## src/rtl/cp0_intc_if.sv

```systemverilog
// CP0 access and exception-signalling bundle between the CPU pipeline/peripherals and cp0_intc.
interface cp0_intc_if;
    logic [4:0]  addr;
    logic        we;
    logic [31:0] din;
    logic [31:0] dout;
    logic [5:0]  hw_int;
    logic [29:0] pc;
    logic        bd_in;
    logic        exc_req;
    logic [4:0]  exc_code;
    logic        eret;
    logic        int_req;
    logic [29:0] epc_out;
    logic        exl_out;

    modport master (
        output addr, we, din, hw_int, pc, bd_in, exc_req, exc_code, eret,
        input  dout, int_req, epc_out, exl_out
    );

    modport slave (
        input  addr, we, din, hw_int, pc, bd_in, exc_req, exc_code, eret,
        output dout, int_req, epc_out, exl_out
    );
endinterface

```

## src/rtl/cp0_intc.sv

```systemverilog
// CP0 interrupt/exception controller: SR, Cause, EPC, PrID plus entry/eret sequencing.
// Latency: state updates on the next clk edge; dout and int_req are combinational from state.
// Backpressure: none, every strobe and event is consumed in the cycle it is presented.
module cp0_intc #(
    parameter logic [31:0] PRID = 32'h4D495053
) (
    input  logic        clk,
    input  logic        rst,
    cp0_intc_if.slave   bus
);
    logic [5:0]  im;
    logic        exl;
    logic        ie;
    logic [5:0]  ip;
    logic        bd;
    logic [4:0]  exc_code_q;
    logic [29:0] epc;

    logic        int_req;
    logic        entry;
    logic        sr_wr;
    logic        epc_wr;
    logic [31:0] sr_word;
    logic [31:0] cause_word;

    assign int_req = (|(ip & im)) & ie & ~exl;
    // EXL blocks nesting: a second exception while in the handler is dropped.
    assign entry   = (int_req | bus.exc_req) & ~exl;
    assign sr_wr   = bus.we && (bus.addr == 5'd12);
    assign epc_wr  = bus.we && (bus.addr == 5'd14);

    always_ff @(posedge clk) begin
        if (rst) begin
            im         <= '0;
            exl        <= 1'b0;
            ie         <= 1'b0;
            ip         <= '0;
            bd         <= 1'b0;
            exc_code_q <= '0;
            epc        <= '0;
        end else begin
            ip <= bus.hw_int;
            if (sr_wr) begin
                im <= bus.din[15:10];
                ie <= bus.din[0];
            end
            // Entry and eret both override a same-cycle mtc0 for EXL.
            if (entry)
                exl <= 1'b1;
            else if (bus.eret && exl)
                exl <= 1'b0;
            else if (sr_wr)
                exl <= bus.din[1];
            if (entry) begin
                epc        <= bus.bd_in ? (bus.pc - 30'd1) : bus.pc;
                bd         <= bus.bd_in;
                exc_code_q <= int_req ? 5'd0 : bus.exc_code;
            end else if (epc_wr) begin
                epc <= bus.din[31:2];
            end
        end
    end

    always_comb begin
        sr_word           = '0;
        sr_word[15:10]    = im;
        sr_word[1]        = exl;
        sr_word[0]        = ie;
        cause_word        = '0;
        cause_word[31]    = bd;
        cause_word[15:10] = ip;
        cause_word[6:2]   = exc_code_q;
    end

    always_comb begin
        bus.dout = '0;
        case (bus.addr)
            5'd12:   bus.dout = sr_word;
            5'd13:   bus.dout = cause_word;
            5'd14:   bus.dout = {epc, 2'b00};
            5'd15:   bus.dout = PRID;
            default: bus.dout = '0;
        endcase
    end

    assign bus.int_req = int_req;
    assign bus.epc_out = epc;
    assign bus.exl_out = exl;
endmodule

```

## src/flat_wrapper.sv

```systemverilog
// flat-port wrapper written by rule: the top's interface ports become plain ports
module cp0_intc_flat 
#(
    parameter logic [31:0] PRID = 32'h4D495053
)
  (clk, rst, bus_addr, bus_we, bus_din, bus_hw_int, bus_pc, bus_bd_in, bus_exc_req, bus_exc_code, bus_eret, bus_dout, bus_int_req, bus_epc_out, bus_exl_out);
  cp0_intc_if bus_i ();
  input  logic clk;
  input  logic rst;
  input wire logic [$bits(bus_i.addr)-1:0] bus_addr;
  input wire logic [$bits(bus_i.we)-1:0] bus_we;
  input wire logic [$bits(bus_i.din)-1:0] bus_din;
  input wire logic [$bits(bus_i.hw_int)-1:0] bus_hw_int;
  input wire logic [$bits(bus_i.pc)-1:0] bus_pc;
  input wire logic [$bits(bus_i.bd_in)-1:0] bus_bd_in;
  input wire logic [$bits(bus_i.exc_req)-1:0] bus_exc_req;
  input wire logic [$bits(bus_i.exc_code)-1:0] bus_exc_code;
  input wire logic [$bits(bus_i.eret)-1:0] bus_eret;
  output wire logic [$bits(bus_i.dout)-1:0] bus_dout;
  output wire logic [$bits(bus_i.int_req)-1:0] bus_int_req;
  output wire logic [$bits(bus_i.epc_out)-1:0] bus_epc_out;
  output wire logic [$bits(bus_i.exl_out)-1:0] bus_exl_out;
  assign bus_i.addr = bus_addr;
  assign bus_i.we = bus_we;
  assign bus_i.din = bus_din;
  assign bus_i.hw_int = bus_hw_int;
  assign bus_i.pc = bus_pc;
  assign bus_i.bd_in = bus_bd_in;
  assign bus_i.exc_req = bus_exc_req;
  assign bus_i.exc_code = bus_exc_code;
  assign bus_i.eret = bus_eret;
  assign bus_dout = bus_i.dout;
  assign bus_int_req = bus_i.int_req;
  assign bus_epc_out = bus_i.epc_out;
  assign bus_exl_out = bus_i.exl_out;
  cp0_intc #(.PRID(PRID)) u_core (.clk(clk), .rst(rst), .bus(bus_i));
endmodule
```

## config.mk

```make
export PLATFORM = sky130hd
export DESIGN_NAME = cp0_intc_flat
export DESIGN_NICKNAME = d
export VERILOG_FILES = /design/src/rtl/cp0_intc_if.sv /design/src/rtl/cp0_intc.sv /design/src/flat_wrapper.sv
export SDC_FILE = /design/constraint.sdc
export NUM_CORES = 1
export LEC_CHECK = 0
export BUFFER_PORTS_ARGS = -buffer_cell sky130_fd_sc_hd__buf_2
export CAP_MARGIN = 5
export CELL_PAD_IN_SITES_DETAIL_PLACEMENT = 1
export CELL_PAD_IN_SITES_GLOBAL_PLACEMENT = 1
export CORE_MARGIN = 8
export CORE_UTILIZATION = 30
export CTS_CLUSTER_SIZE = 12
export DETAILED_ROUTE_END_ITERATION = 12
export PLACE_DENSITY_LB_ADDON = 0.2
export SLEW_MARGIN = 10
export SYNTH_ARGS = -nofsm -noshare
export SYNTH_HDL_FRONTEND = slang
export SYNTH_SLANG_ARGS = --single-unit
```

## constraint.sdc

```tcl
create_clock -name clk -period 1.6 [get_ports clk]
set_input_delay 0.16 -clock clk [delete_from_list [all_inputs] [get_ports clk]]
set_output_delay 0.16 -clock clk [all_outputs]
set_load 0.1 [all_outputs]
```

# == After elaboration in Yosys (flattened, before gate mapping) ==
# Index checks and enable logic that the tools add are counted.
# word_totals
reg_bits,50
in_bits,84
output_inout_bits,64
wordCells,32
# classes
add_sub_neg,1
n_eq_ne,4
n_mux,8
bitwise,6
reduce_logical,6
# ops
operator,count
32-bit case mux with 4 select lines,1
30-bit 2-to-1 mux,3
"30-bit by 1-bit subtractor with 30-bit output, second input constant",1
"5-bit by 4-bit == test with 1-bit output, second input constant",4
6-bit bitwise AND,1
6-bit OR reduction,1
5-bit 2-to-1 mux,1
1-bit bitwise AND,3
1-bit logical AND,3
1-bit 2-to-1 mux,3
3-bit nonzero test,1
2-bit nonzero test,1
1-bit NOT,1
1-bit OR,1

# == Longest topological paths before layout ==
# Gate-level depths: netlist of the first run.
# logic_depth
word_depth,7
depth_mapped,8

# == Worst setup path before layout of the first run ==
# No wires, ideal clock.
# synth_timing
path_type,register -> output
startpoint,register u_core.exl (netlist: u_core.bus.exl_out)
endpoint,output port bus_dout[1]
arrival_time_ps,2649
path_slack_ps,-1209
stages_incl_launch_ff,3
cell_sequence,dfxtp_1 > nand2_1 > a21oi_1
# synth_between
elab_chain_len,1
# synth_rtl
element,line_no,text
"start, declared",cp0_intc.sv:12,logic exl;
"start signal, assigned",cp0_intc.sv:53,exl <= bus.din[1];
32-bit case mux with 4 select lines,cp0_intc.sv:77,case (bus.addr)
"end, declared",flat_wrapper.sv:19,output wire logic [$bits(bus_i.dout)-1:0] bus_dout;
# No other way between the ends.

# == Worst setup path in the final report of the first run ==
# layout_timing
startpoint,register u_core.ip[5]
endpoint,register u_core.epc[26] (netlist: u_core.bus.epc_out[26])
# layout_between
elab_chain_len,7
elab_cells_between_ends,8
cone_classes,mux (1); bitwise (5); reduce/logical (2)
# layout_rtl
element,line_no,text
"start, declared",cp0_intc.sv:14,logic [5:0] ip;
"start signal, assigned",cp0_intc.sv:42,ip <= bus.hw_int;
6-bit bitwise AND (*),cp0_intc.sv:26,assign int_req = (|(ip & im)) & ie & ~exl;
6-bit OR reduction (*),cp0_intc.sv:26,
1-bit bitwise AND (*) (2 in a row),cp0_intc.sv:26,
1-bit OR (*),cp0_intc.sv:28,assign entry = (int_req | bus.exc_req) & ~exl;
1-bit bitwise AND (*),cp0_intc.sv:28,
30-bit 2-to-1 mux or 2-bit nonzero test (tied branches),-,
"end signal, assigned",cp0_intc.sv:55,epc <= bus.bd_in ? (bus.pc - 30'd1) : bus.pc;
"end signal, assigned",cp0_intc.sv:59,epc <= bus.din[31:2];
"end, declared",cp0_intc.sv:17,logic [29:0] epc;
# Mark *: on every way between the ends. The rest lies on a longest branch, timed or not.
# A chain may end at the register's enable or synchronous reset.

==> results of run 1 <==
timing repair:
item	in CTS	in global routing
pin swaps	1	13
setup buffers	0	12
setup endpoints to repair	19	43
cloned	0	5
resized for setup	6	44
state kept, by name, summed over array words and instances (netlist names):
name and count:
u_core.bus.epc_out 30, u_core.im 6, u_core.ip 6, u_core.exc_code_q 5, u_core.bd 1, u_core.bus.exl_out 1, u_core.ie 1
final timing paths:
path	slack (ps)	depth (start not counted)	to	startpoint
worst max-delay path	-260	6	u_core.bus.epc_out[26]	u_core.ip[5]
worst max register to register	-260	6	u_core.bus.epc_out[26]	u_core.ip[5]
worst min register to register	500	2	u_core.bd	u_core.bd
worst min-delay path	50	2	u_core.ip[4]	bus_hw_int[4]
layer usage:
| metal | up-vias | wire (um) | track usage, % |
|---|---|---|---|
| li1 | 1881 | - | - |
| met1 | 1979 | 6550 | 24.3 |
| met2 | 127 | 7980 | 34.4 |
| met3 | 8 | 822 | 3.68 |
| met4 | 0 | 102 | 3.72 |
| met5 | - | 0 | 0 |
through the flow:
step | power [uW] | utilization (%)
2_1_floorplan | 2280 | -
3_3_place_gp | 2710 | 50.7
5_1_grt | 3820 | 55.9
6_report | 3680 | 55.9
4_1_cts | 3570 | 52.1
3_5_place_dp | 2740 | 50.7
synthesized netlist by cell type (all sizes together) (2+ instances only):
cell type,count,area [um2]
a311oi,18,158
nand2,26,97.6
a22oi,7,52.6
o221a,2,22.5
and3b,3,27.5
a22o,5,43.8
a21boi,2,15.0
mux2i,11,110
nand4b,2,17.5
clkbuf,20,75.1
dfxtp,50,1000
a31oi,2,12.5
nor4,4,46.3
a211oi,27,203
xor2,11,96.3
nor3,6,41.3
nand4,8,71.3
o31ai,7,52.6
nor2,43,161
a221oi,5,43.8
nor2b,10,62.6
nand3b,2,15.0
and3,34,213
or3,10,62.6
buf,9,55.1
a21oi,15,75.1
nor4b,2,32.5
or4,7,52.6
o21ai,9,45.0
or2,4,25.0
o41ai,2,17.5
nand3,3,15.0
inv,5,18.8
mux2,3,33.8
power groups by stage:
stage / clock network (uW) / registers, uW / logic [uW]
floorplan: 0 / 1860 / 416
global placement: 0 / 1430 / 1270
detailed placement: 0 / 1440 / 1300
CTS: 851 / 1410 / 1310
global route: 891 / 1430 / 1490
finish: 831 / 1420 / 1430
layout make-up:
class / instances / area [um2]
multi-input combinational: 301 / 2450
timing repair buffer: 225 / 1980
clock buffer: 5 / 68.8
fill: 1200 / 4550
tap: 136 / 170
sequential: 50 / 1060
clock inverter: 3 / 28.8
inverter: 5 / 18.8
worst reg2reg max path, cell delays in order, from the launching register on:
cell	delay (ps)
dfxtp_1	420
a221oi_4	90
buf_4	160
buf_4	140
a311oi_1	360
nor4b_1	470
a211o_1	160
logic make-up (layout without fill, tap and decap cells):
kind of cell / Yosys count / count (layout)
simple gates: 165 / 165
compound gates: 108 / 109
flops: 50 / 50
buf+inv: 35 / 238
mux: 14 / 14
xor+xnor: 12 / 12
fa+ha+maj: 1 / 1
==> impl_metrics.json, run 1 <==
{
  "outcome": "complete, but fails checks",
  "violations": "setup timing",
  "die_area_um2": 14100,
  "synth_fa_ha_area_share_pct": 0.394,
  "htreeDepth": 2,
  "async_flop_share_pct": 0,
  "hold_violations": 0,
  "pwr-share-clk_pct": 22.6,
  "whs_ps": 51.8,
  "final_nets": 673,
  "vias": 3995,
  "syn-num-nets": 470,
  "yosys.area_share.xor_xnor_pct": 3.31,
  "ctsHoldBuffers": 0,
  "routed_via_density": 5.51,
  "muxShareOfSynthArea_pct": 4.53,
  "arrival_ps": 2110,
  "mostFrequentLayoutCell": "buf_2",
  "cp.buffers_inverters": 2,
  "relSlewSlack_pct": 61.1,
  "peakVddDrop_v": 0.000408,
  "cts_sinks": 50,
  "synthCells": 385,
  "timing.fmax_ghz": 0.537,
  "synth_compound_area_share_pct": 25.4,
  "critPathKind": "flip-flop to flip-flop",
  "fin_crit_sh_pct": 116,
  "gp_congestion": 0.822,
  "slew_viol_final": 0,
  "grt_pass1_wl_um": 22800,
  "grt_setup_unrepaired": "yes",
  "synth_top_family_by_area": "simple AND/OR/NAND/NOR gates",
  "routed_wl_um": 15500,
  "drive_gt1_share_pct": 60.4,
  "fin_tns_setup_ps": -510,
  "ys.flop_type": "dfxtp_1",
  "cts.path.max_buffers": 2,
  "pwr_density_cell_nw_per_um2": 637,
  "total_leakage_power_uw": 0.00242,
  "crit_path_start_kind": "flip-flop",
  "crit_path_frequent_cell": "buf_4",
  "overflow": 0,
  "synth_cell_types": 56,
  "p_switching_uw": 1550,
  "hpwlAfterDp_um": 11400,
  "place_inst": 701,
  "dp_slack_ps": -246,
  "final_cell_mix": "buf_2, buf_4, buf_12",
  "area_growth_pct": 81.9,
  "seq_area_frac_synth_pct": 31.5,
  "route.detailed.drc": 0,
  "crit_path_max_fanout": 3,
  "die_w_um": 119,
  "cts-buffers-inserted": 5,
  "maxCapViolCount": 0,
  "diodes": 0,
  "p_int_uw": 2130,
  "synth_seq_cells": 50,
  "p_comb_share_pct": 38.8,
  "final_cells": 725,
  "insertion_delay_ps": 310,
  "clock_skew_ps": 12.2,
  "fin_ws_ps": -264,
  "antenna_found_initial": 0,
  "start_util_pct": 30.7,
  "core_um2": 10300,
  "cp_slowest_cell": "nor4b_1",
  "slowest_delay_ps": 470,
  "root_buffer": "clkbuf_8",
  "hold_class": "input port to flip-flop",
  "crit_chain": "a221oi_4 > buf_4 > buf_4 > a311oi_1 > nor4b_1 > a211o_1",
  "dieHeight_um": 119,
  "placed_area_um2": 5240,
  "path_clk_slew_ps": 110,
  "tightestPinTransition_ps": 584,
  "num_rows": 37,
  "syn_area_per_cell_um2": 8.24,
  "dr.pass1.iters": 4,
  "port_buffers": 147,
  "drt-initial-drc-count": 158,
  "synth_edf_count": 0,
  "finalCriticalPeriod_ps": 1860,
  "worst_ep_required_time_ps": 1850,
  "grt_pass1_vias": 4255,
  "grt_max_degree": 48,
  "cpLargestDelayFamily": "compound AO/OA/AOI/OAI gates",
  "drt-wirelength-per-cell_um": 21.3,
  "synth-simple-area-share_pct": 29.8,
  "synth_warnings": 0,
  "switching_share_pct": 42.1,
  "io_pins": 148,
  "grt_use_total_pct": 19.5,
  "cts_tree": "done",
  "syn_area_um2": 3170,
  "ant_nets": 0,
  "worstSetupEndpointType": "flip-flop",
  "seqPwrFrac_pct": 38.6,
  "stdcell_area_um2": 5770,
  "setup_viol": 15
}
Power figures use the tool's default switching activity.
==> inputs of run 2 (changes only) <==
- PLACE_DENSITY_LB_ADDON: 0.2 -> 0.1
==> impl_metrics.json, run 2 (synthesis gave the netlist of run 1 again) <==
{
  "arrival_ps": 1860,
  "cts.path.max_buffers": 2,
  "drt-wirelength-per-cell_um": 20.1,
  "relSlewSlack_pct": 60.9,
  "antenna_found_initial": 0,
  "outcome": "complete, but fails checks",
  "maxCapViolCount": 0,
  "grt_setup_unrepaired": "yes",
  "hold_class": "input port to flip-flop",
  "dieHeight_um": 119,
  "fin_crit_sh_pct": 103,
  "holdPathStages": 2,
  "grt_pass1_vias": 4232,
  "mostFrequentLayoutCell": "buf_2",
  "die_area_um2": 14100,
  "final_cell_mix": "buf_2, buf_4, buf_12",
  "area_growth_pct": 75.9,
  "ant_nets": 0,
  "vias": 3890,
  "route.met3.wl_um": 631,
  "ctsHoldBuffers": 0,
  "final_nets": 672,
  "slew_viol_final": 0,
  "fin_ws_ps": -52.2,
  "route.detailed.drc": 0,
  "cts_sinks": 50,
  "violations": "setup timing",
  "io_pins": 148,
  "insertion_delay_ps": 320,
  "path_clk_slew_ps": 120,
  "cts-buffers-inserted": 5,
  "cts_tree": "done",
  "timing.fmax_ghz": 0.605,
  "top_layer": "met4",
  "reg2reg_depth": 7,
  "die_w_um": 119,
  "port_buffers": 147,
  "grt_pass1_wl_um": 22500,
  "drt-initial-drc-count": 147,
  "grt_use_total_pct": 19.2,
  "peakVddDrop_v": 0.000414,
  "pwr_density_cell_nw_per_um2": 645,
  "hpwlAfterDp_um": 11200,
  "crit_path_start_kind": "flip-flop",
  "finalCriticalPeriod_ps": 1650,
  "largest_reg_flops": 30,
  "whs_ps": 42.0,
  "start_util_pct": 30.7,
  "crit_path_max_fanout": 5,
  "dp_slack_ps": -245,
  "gp_congestion": 0.843,
  "worstSetupEndpointType": "flip-flop",
  "dr_wl_met2_um": 7280,
  "dr.pass1.iters": 4,
  "root_buffer": "clkbuf_8",
  "drive_gt1_share_pct": 57.3,
  "hold_violations": 0,
  "core_um2": 10300,
  "worst_ep_required_time_ps": 1810,
  "tightestPinTransition_ps": 587,
  "m1WireLength_um": 6440,
  "total_leakage_power_uw": 0.00237,
  "routed_via_density": 5.37,
  "clock_skew_ps": 14.3,
  "setup_viol": 8,
  "critPathKind": "flip-flop to flip-flop",
  "overflow": 0,
  "htreeDepth": 2,
  "routed_wl_um": 14500,
  "num_rows": 37,
  "grt_max_degree": 48
}
## run 2: cell types whose count changed in the layout (fill, tap and decap cells not counted), sizes merged
cell	previous run	this run
a31oi	3	2
diode	0	1
buf	221	225
clkbuf	9	5
inv	7	8
clkinv	1	0
## run 2: path summary, 6_finish.rpt
check | startpoint | endpoint | slack, ps
worst max register to register | u_core.im[4] | u_core.exc_code_q[3] | -50
worst min register to register | u_core.bd | u_core.bd | 480
worst max-delay path | u_core.im[4] | u_core.exc_code_q[3] | -50
worst min-delay path | bus_hw_int[3] | u_core.ip[3] | 40
## run 2: layout make-up
cell class                 instances  area, um2
tap                              136        170
clock buffer                       5       68.8
sequential                        50       1050
fill                            1252       4740
multi-input combinational        300       2340
inverter                           5       18.8
clock inverter                     3       26.3
timing repair buffer             225       1900
antenna                            1       2.50
## run 2: worst max-delay path: stages (launching register included)
cell and delay (ps):
dfxtp_2 370, a22oi_2 100, buf_4 170, a31oi_4 280, buf_4 170, nor2_2 50, buf_4 190, a22o_1 230
## run 2: routing by layer
metal | vias up | global-route usage, %
met4 | 0 | 3.87
met3 | 13 | 3.40
met5 | - | 0
li1 | 1873 | -
met2 | 114 | 34.6
met1 | 1890 | 23.5
## run 2: stage by stage
step | power, uW | TNS, ps | utilization [%] | instance area [um2] | instances
finish | 3600 | -274 | 54.1 | 5580 | 725
global route | 3750 | -1900 | 54.1 | 5580 | 724
CTS | 3570 | 0 | 52.3 | 5400 | 715
detailed placement | 2740 | -2900 | 50.9 | 5260 | 705
global placement | 2710 | -1730 | 50.9 | 5260 | 705
floorplan | 2280 | 0 | - | 3450 | 385
## run 2: where the power goes
part           internal [uW]  leakage, uW  switching, uW
registers               1340     0.000426           77.2
logic                    415      0.00190            936
clock network            327    0.0000495            504
## run 2: timing repair
action                                  CTS  global route
endpoints found under the setup margin   15            38
resized for setup                         7            29
buffers inserted                          2            10
pin swaps                                 3            12
